`src/rtl/spi_slave_core.sv`:
```
// ---------------------------------------------------------------------------
// spi_slave_core
//
// Parametrised SPI slave. It supports a configurable word width, all four
// CPOL/CPHA modes and MSB- or LSB-first bit order. Frames are delimited by
// SPI_CE, and several words may follow each other inside one frame. All SPI
// inputs are resynchronised into clk, so clk must run at least 4x SCLK.
//
// Ports
//   clk, rst_n    fabric clock, asynchronous active-low reset
//   SPI_SCLK      SPI clock from the master
//   SPI_MOSI      master-out data
//   SPI_CE        chip-select, active-low
//   SPI_MISO      slave-out data, forced to 0 while the output is disabled
//   miso_oe       MISO drive enable; high while a frame is active
//   rx_data       last complete received word
//   rx_valid      one-cycle strobe that marks an rx_data update
//   tx_data       word offered for transmission
//   tx_valid      tx_data is offered
//   tx_ready      single-entry TX buffer is empty
//   tx_underrun   one-cycle strobe; DEFAULT_TX was sent instead of buffer data
//   busy          frame active
//   state_dbg     current FSM state (IDLE=0, LOAD=1, SHIFT=2)
//
// TX handshake: a word transfers on every clk edge where tx_valid && tx_ready.
// tx_valid may be raised at any time and is held until accepted. tx_ready
// depends only on the buffer state and never on tx_valid.
// ---------------------------------------------------------------------------
module spi_slave_core #(
    parameter int               WIDTH      = 8,
    parameter bit               CPOL       = 1'b0,
    parameter bit               CPHA       = 1'b0,
    parameter bit               MSB_FIRST  = 1'b1,
    parameter int               SYNC       = 2,
    parameter logic [WIDTH-1:0] DEFAULT_TX = {WIDTH{1'b1}}
) (
    input  logic             clk,
    input  logic             rst_n,
    input  logic             SPI_SCLK,
    input  logic             SPI_MOSI,
    input  logic             SPI_CE,
    output logic             SPI_MISO,
    output logic             miso_oe,
    output logic [WIDTH-1:0] rx_data,
    output logic             rx_valid,
    input  logic [WIDTH-1:0] tx_data,
    input  logic             tx_valid,
    output logic             tx_ready,
    output logic             tx_underrun,
    output logic             busy,
    output logic [1:0]       state_dbg
);

    localparam int CW = $clog2(WIDTH);

    typedef enum logic [1:0] {
        ST_IDLE  = 2'd0,
        ST_LOAD  = 2'd1,
        ST_SHIFT = 2'd2
    } state_t;

    state_t state, state_nx;

    // ---------------- input synchronisers ----------------
    // The CE chain clears to 0 on reset. A CE that is still low when reset is
    // released therefore does not look like a falling edge. The slave waits
    // for CE to go high and then low again.
    logic [SYNC-1:0] sclk_sr, mosi_sr, ce_sr;
    logic            sclk_prev, ce_prev;

    always_ff @(posedge clk or negedge rst_n) begin
        if (!rst_n) begin
            sclk_sr   <= '0;
            mosi_sr   <= '0;
            ce_sr     <= '0;
            sclk_prev <= 1'b0;
            ce_prev   <= 1'b0;
        end else begin
            sclk_sr   <= {sclk_sr[SYNC-2:0], SPI_SCLK};
            mosi_sr   <= {mosi_sr[SYNC-2:0], SPI_MOSI};
            ce_sr     <= {ce_sr[SYNC-2:0], SPI_CE};
            sclk_prev <= sclk_sr[SYNC-1];
            ce_prev   <= ce_sr[SYNC-1];
        end
    end

    logic sclk_s, mosi_s, ce_s;
    assign sclk_s = sclk_sr[SYNC-1];
    assign mosi_s = mosi_sr[SYNC-1];
    assign ce_s   = ce_sr[SYNC-1];

    logic sclk_rise, sclk_fall, lead_edge, trail_edge, sample_edge, shift_edge;
    logic ce_fall;
    assign sclk_rise   = sclk_s & ~sclk_prev;
    assign sclk_fall   = ~sclk_s & sclk_prev;
    assign lead_edge   = CPOL ? sclk_fall : sclk_rise;
    assign trail_edge  = CPOL ? sclk_rise : sclk_fall;
    assign sample_edge = CPHA ? trail_edge : lead_edge;
    assign shift_edge  = CPHA ? lead_edge : trail_edge;
    assign ce_fall     = ce_prev & ~ce_s;

    // ---------------- FSM ----------------
    always_ff @(posedge clk or negedge rst_n) begin
        if (!rst_n) state <= ST_IDLE;
        else        state <= state_nx;
    end

    always_comb begin
        state_nx = state;
        case (state)
            ST_IDLE:  if (ce_fall) state_nx = ST_LOAD;
            ST_LOAD:  state_nx = ce_s ? ST_IDLE : ST_SHIFT;
            ST_SHIFT: if (ce_s) state_nx = ST_IDLE;
            default:  state_nx = ST_IDLE;
        endcase
    end

    // ---------------- datapath control ----------------
    logic [CW-1:0]    bit_cnt;
    logic [WIDTH-1:0] rx_sr, tx_sr, tx_buf, rx_next;
    logic             buf_full;
    logic             reload_pend;   // a word just finished; the next shift edge reloads
    logic             spec_pend;     // reloaded word not yet committed
    logic             spec_from_buf; // that reload came from the buffer

    logic in_shift, do_load, do_sample, do_reload, do_advance, word_done, commit;
    logic pop_buf, tx_wr;

    assign in_shift   = (state == ST_SHIFT) && !ce_s;
    assign do_load    = (state == ST_LOAD);
    assign do_sample  = in_shift && sample_edge;
    assign do_reload  = in_shift && shift_edge && reload_pend;
    // With CPHA=1 the first leading edge of a word comes before any sample
    // (bit_cnt==0), so it must not advance the output. With CPHA=0 a shift
    // edge never arrives at bit_cnt==0 unless a reload is pending.
    assign do_advance = in_shift && shift_edge && !reload_pend && (bit_cnt != '0);
    assign word_done  = do_sample && (bit_cnt == CW'(WIDTH - 1));

    // A reload only presents the next word's first bit. The buffer is popped
    // (or the underrun is reported) once the first sample edge of that word
    // arrives. In mode 0 the edge that returns SCLK to idle after the last
    // word would otherwise consume a TX word for a word that never starts.
    assign commit  = do_sample && spec_pend;
    assign pop_buf = (do_load && buf_full) || (commit && spec_from_buf);
    assign tx_wr   = tx_valid && !buf_full;

    assign rx_next = MSB_FIRST ? {rx_sr[WIDTH-2:0], mosi_s} : {mosi_s, rx_sr[WIDTH-1:1]};

    always_ff @(posedge clk or negedge rst_n) begin
        if (!rst_n) begin
            bit_cnt       <= '0;
            rx_sr         <= '0;
            tx_sr         <= '0;
            tx_buf        <= '0;
            buf_full      <= 1'b0;
            reload_pend   <= 1'b0;
            spec_pend     <= 1'b0;
            spec_from_buf <= 1'b0;
            rx_data       <= '0;
            rx_valid      <= 1'b0;
            tx_underrun   <= 1'b0;
        end else begin
            rx_valid    <= word_done;
            tx_underrun <= (do_load && !buf_full) || (commit && !spec_from_buf);

            // The TX buffer is kept across a CE abort. Only a pop empties it.
            if (pop_buf) begin
                buf_full <= 1'b0;
            end else if (tx_wr) begin
                buf_full <= 1'b1;
                tx_buf   <= tx_data;
            end

            if (!in_shift) begin
                bit_cnt     <= '0;
                reload_pend <= 1'b0;
                spec_pend   <= 1'b0;
            end else begin
                if (do_sample) begin
                    rx_sr   <= rx_next;
                    bit_cnt <= word_done ? '0 : bit_cnt + 1'b1;
                end
                if (word_done) begin
                    rx_data     <= rx_next;
                    reload_pend <= 1'b1;
                end else if (do_reload) begin
                    reload_pend <= 1'b0;
                end
                if (do_reload) begin
                    spec_pend     <= 1'b1;
                    spec_from_buf <= buf_full;
                end else if (commit) begin
                    spec_pend <= 1'b0;
                end
            end

            if (do_load || do_reload) begin
                tx_sr <= buf_full ? tx_buf : DEFAULT_TX;
            end else if (do_advance) begin
                tx_sr <= MSB_FIRST ? {tx_sr[WIDTH-2:0], 1'b0} : {1'b0, tx_sr[WIDTH-1:1]};
            end
        end
    end

    assign busy      = (state != ST_IDLE);
    assign miso_oe   = busy;
    assign SPI_MISO  = miso_oe & (MSB_FIRST ? tx_sr[WIDTH-1] : tx_sr[0]);
    assign tx_ready  = !buf_full;
    assign state_dbg = state;

endmodule

```
`config.mk`:
```
export PLATFORM = sky130hd
export DESIGN_NAME = spi_slave_core
export DESIGN_NICKNAME = d
export VERILOG_FILES = /design/src/rtl/spi_slave_core.sv
export SDC_FILE = /design/constraint.sdc
export NUM_CORES = 1
export LEC_CHECK = 0
export ABC_AREA = 1
export BUFFER_PORTS_ARGS = -buffer_cell sky130_fd_sc_hd__buf_2
export CAP_MARGIN = 20
export CORE_ASPECT_RATIO = 1.5
export CORE_MARGIN = 8
export CORE_UTILIZATION = 27
export DETAILED_ROUTE_END_ITERATION = 16
export SLEW_MARGIN = 20
export SYNTH_ARGS = -nofsm -noshare
export SYNTH_HDL_FRONTEND = slang
export SYNTH_SLANG_ARGS = --single-unit
```
`constraint.sdc`:
```
create_clock -name clk -period 1.6 [get_ports clk]
set_input_delay 0.16 -clock clk [delete_from_list [all_inputs] [get_ports clk]]
set_output_delay 0.16 -clock clk [all_outputs]
set_load 0.01 [all_outputs]
```
==> flow_summary_export.csv <==
group,metric,value,unit
synth,seq_area_frac_synth,0.587,
critical_path,worst-setup-path-type,"flop to flop",
floorplanning,start_util,0.278,
critical_path,worstPathArrival,1.60,ns
floorplanning,core.rowCount,39,
power_and_ir_drop,p_per_area,1260,mW/mm^2
global_routing,grt_pass1_vias,1634,
synth,syn_avg_cell_area,9.31,um^2
detailed_routing,drtIter0Drc,73,
synth,synth_top_area_share,0.587,
sta,layout_setup_ws,0.176,ns
global_routing,grt_max_degree,51,
synth,async_flop_share,1.00,
synth,synthCells,229,
sta,worst-slew-pin-transition,0.369,ns
synth,yosysTopAreaCell,"dfrtp_1",
clock_tree,clk_pin_slew,0.07,ns
detailed_routing,ant_nets,0,
synth,synth_fp_nets,246,
clock_tree,clkSinkCount,50,
sta,fin_skew,0.00416,ns
sta,min_period,1.42,ns
global_routing,antenna_found_initial,0,
floorplanning,core,0.00766,mm^2
placement,dp_hpwl,3100,um
synth,synth_commonest_cells,"70 x nand2_1, 50 x dfrtp_1, 26 x nand3_1",
final_layout,stdcell_area,0.00262,mm^2
critical_path,crit_slowest_cell,"dfrtp_1",
floorplanning,die_h,125,um
clock_tree,cts_buffers,5,
floorplanning,io_pins,30,
sta,max_freq,702,MHz
floorplanning,dieArea,0.0111,mm^2
critical_path,crit_top_cell,"nand2_1",
synth,synth_edf_count,0,
critical_path,path_max_fanout,8,
critical_path,cpPeakStageDelay,0.39,ns
final_layout,drive_above_1_share,0.230,
worst_hold_path,hp-class,"input pin to flop",
synth,synth_area_leaders,"dfrtp_1 59%, nand2_1 12%, nand3_1 6.1%, o21ai_0 4.0%, inv_1 3.9%",
placement,placed_area,0.00241,mm^2
clock_tree,htree_levels,2,
synth,ys_warn_count,0,
critical_path,crit_path_end_kind,"flop",
detailed_routing,num_vias,1583,
global_routing,grt_use_total,0.0847,
clock_tree,post_cts_buffers,0,
final_layout,antenna_cells,0,
detailed_routing,routed_via_density,4.27,
outcome,status,"finished clean",
synth,synthMostInstantiatedCell,"nand2_1",
global_routing,grt_first_pass_wirelength,7360,um
run,drv_cap,0,
global_routing,overflow,0,
clock_tree,cts_tree,"done",
power_and_ir_drop,p_leak,0.00137,uW
clock_tree,insertion_delay,0.29,ns
power_and_ir_drop,total_power,3290,uW
placement,port_buffers,29,
critical_path,cp.required,1.78,ns
detailed_routing,wl_per_cell,11.4,um
sta,period_share,0.890,
critical_path,crit_chain,"inv_1, nand3_2, inv_2, nand3_1, nand2_2, nand2_1, nand2_1, nand2_1",
floorplanning,dieWidth,88.6,um
synth,netlist-cell-type-count,24,
power_and_ir_drop,ir_drop,0.000523,V
final_layout,area_delta_synth_final,22.9,%
synth,ys.flop_type,"dfrtp_1",
detailed_routing,drt_pass1_iterations,4,
sta,setup_viol_count_final,0,
synth,ys_seq_elements,50,
sta,maxSlewHeadroom,0.752,
detailed_routing,route.detailed.drc,0,
clock_tree,clockBufferDepth,2,
synth,synth_area,0.00213,mm^2
placement,gp_congestion,0.788,
detailed_routing,drt_wl_total,4240,um
sta,final-hold-violation-count,0,
sta,slew_violations,0,
clock_tree,clock-root-buffer,"clkbuf_16",
final_layout,layout.nets,285,
placement,post-place-ws,0.0880,ns
critical_path,cp-start-kind,"flop",
critical path, delay by kind of cell, from the launching register on:
| family | cells | cell delay, ns |
|---|---|---|
| buffers and inverters | 2 | 0.24 |
| DFF | 1 | 0.39 |
| and+or+nand+nor | 6 | 0.68 |
layer usage:
metal | global-route usage | routed length [um]
met2 | 0.135 | 2080
met4 | 0.0390 | 86
met1 | 0.101 | 1890
met3 | 0.0244 | 180
met5 | 0 | 0
sequential cells by signal, summed over array words and instances, names as in the netlist:
signal,count
state_dbg,2
spec_pend,1
sclk_prev,1
bit_cnt,3
reload_pend,1
spec_from_buf,1
sclk_sr,2
tx_buf,8
rx_sr,7
rx_valid,1
ce_sr,2
mosi_sr,2
tx_sr,8
tx_underrun,1
rx_data,8
buf_full,1
ce_prev,1
metrics by stage:
stage	utilization	hold WS (ns)	setup TNS [ns]	cells
detailed placement	0.314	0.180	0	359
finish	0.342	0.102	0	371
floorplan	-	-0.136	0	229
global placement	0.314	0.174	0	359
global route	0.342	0.0984	-0.00000910	371
CTS	0.342	0.0958	0	371
what timing repair did:
action | in CTS | in global routing
resized for setup | 0 | 1
endpoints found under the setup margin | 0 | 8
endpoints found under the hold margin | 53 | 0
hold buffers | 4 | 0
cell type report:
cell class,count,area [um^2]
clock buffers,5,125
clock inverters,3,45.0
fillers,822,5040
inverters,26,97.6
multi-input cells,147,739
flip-flops and latches,50,1250
well taps,102,128
repair buffers,38,235
cells by family after synthesis:
family | synth area share
AO/OA/AOI/OAI | 0.0751
adder cells (fa/ha/maj) | 0.0176
buffers and inverters | 0.0675
flip-flops | 0.587
AND/OR/NAND/NOR | 0.253
where the power goes:
group	internal [uW]	switching, uW
clock	737	462
combinational	204	320
sequential	1460	107
total	2400	890
worst paths after layout:
path                                       from  cells after the start                    end  slack (ns)
min                                  tx_data[5]                      3  tx_buf[5]$_DFFE_PN0P_        0.10
max reg2reg                  ce_sr[1]$_DFF_PN0_                      8   tx_sr[6]$_DFFE_PN0P_        0.18
max                          ce_sr[1]$_DFF_PN0_                      8   tx_sr[6]$_DFFE_PN0P_        0.18
max in group asynchronous                 rst_n                      3  tx_buf[5]$_DFFE_PN0P_        0.97
min reg2reg                sclk_sr[0]$_DFF_PN0_                      0   sclk_sr[1]$_DFF_PN0_        0.35
min in group asynchronous                 rst_n                      3     ce_sr[0]$_DFF_PN0_        0.38
cells in the final DEF (no fill, tap or decap), types with 5 or more instances in the layout:
cell,count
nand3_1,26
nand2_1,69
dfrtp_1,50
clkbuf_16,5
o21ai_2,7
nor2_1,12
buf_2,29
o21ai_0,17
inv_1,22
(Power assumes the default switching activity.)
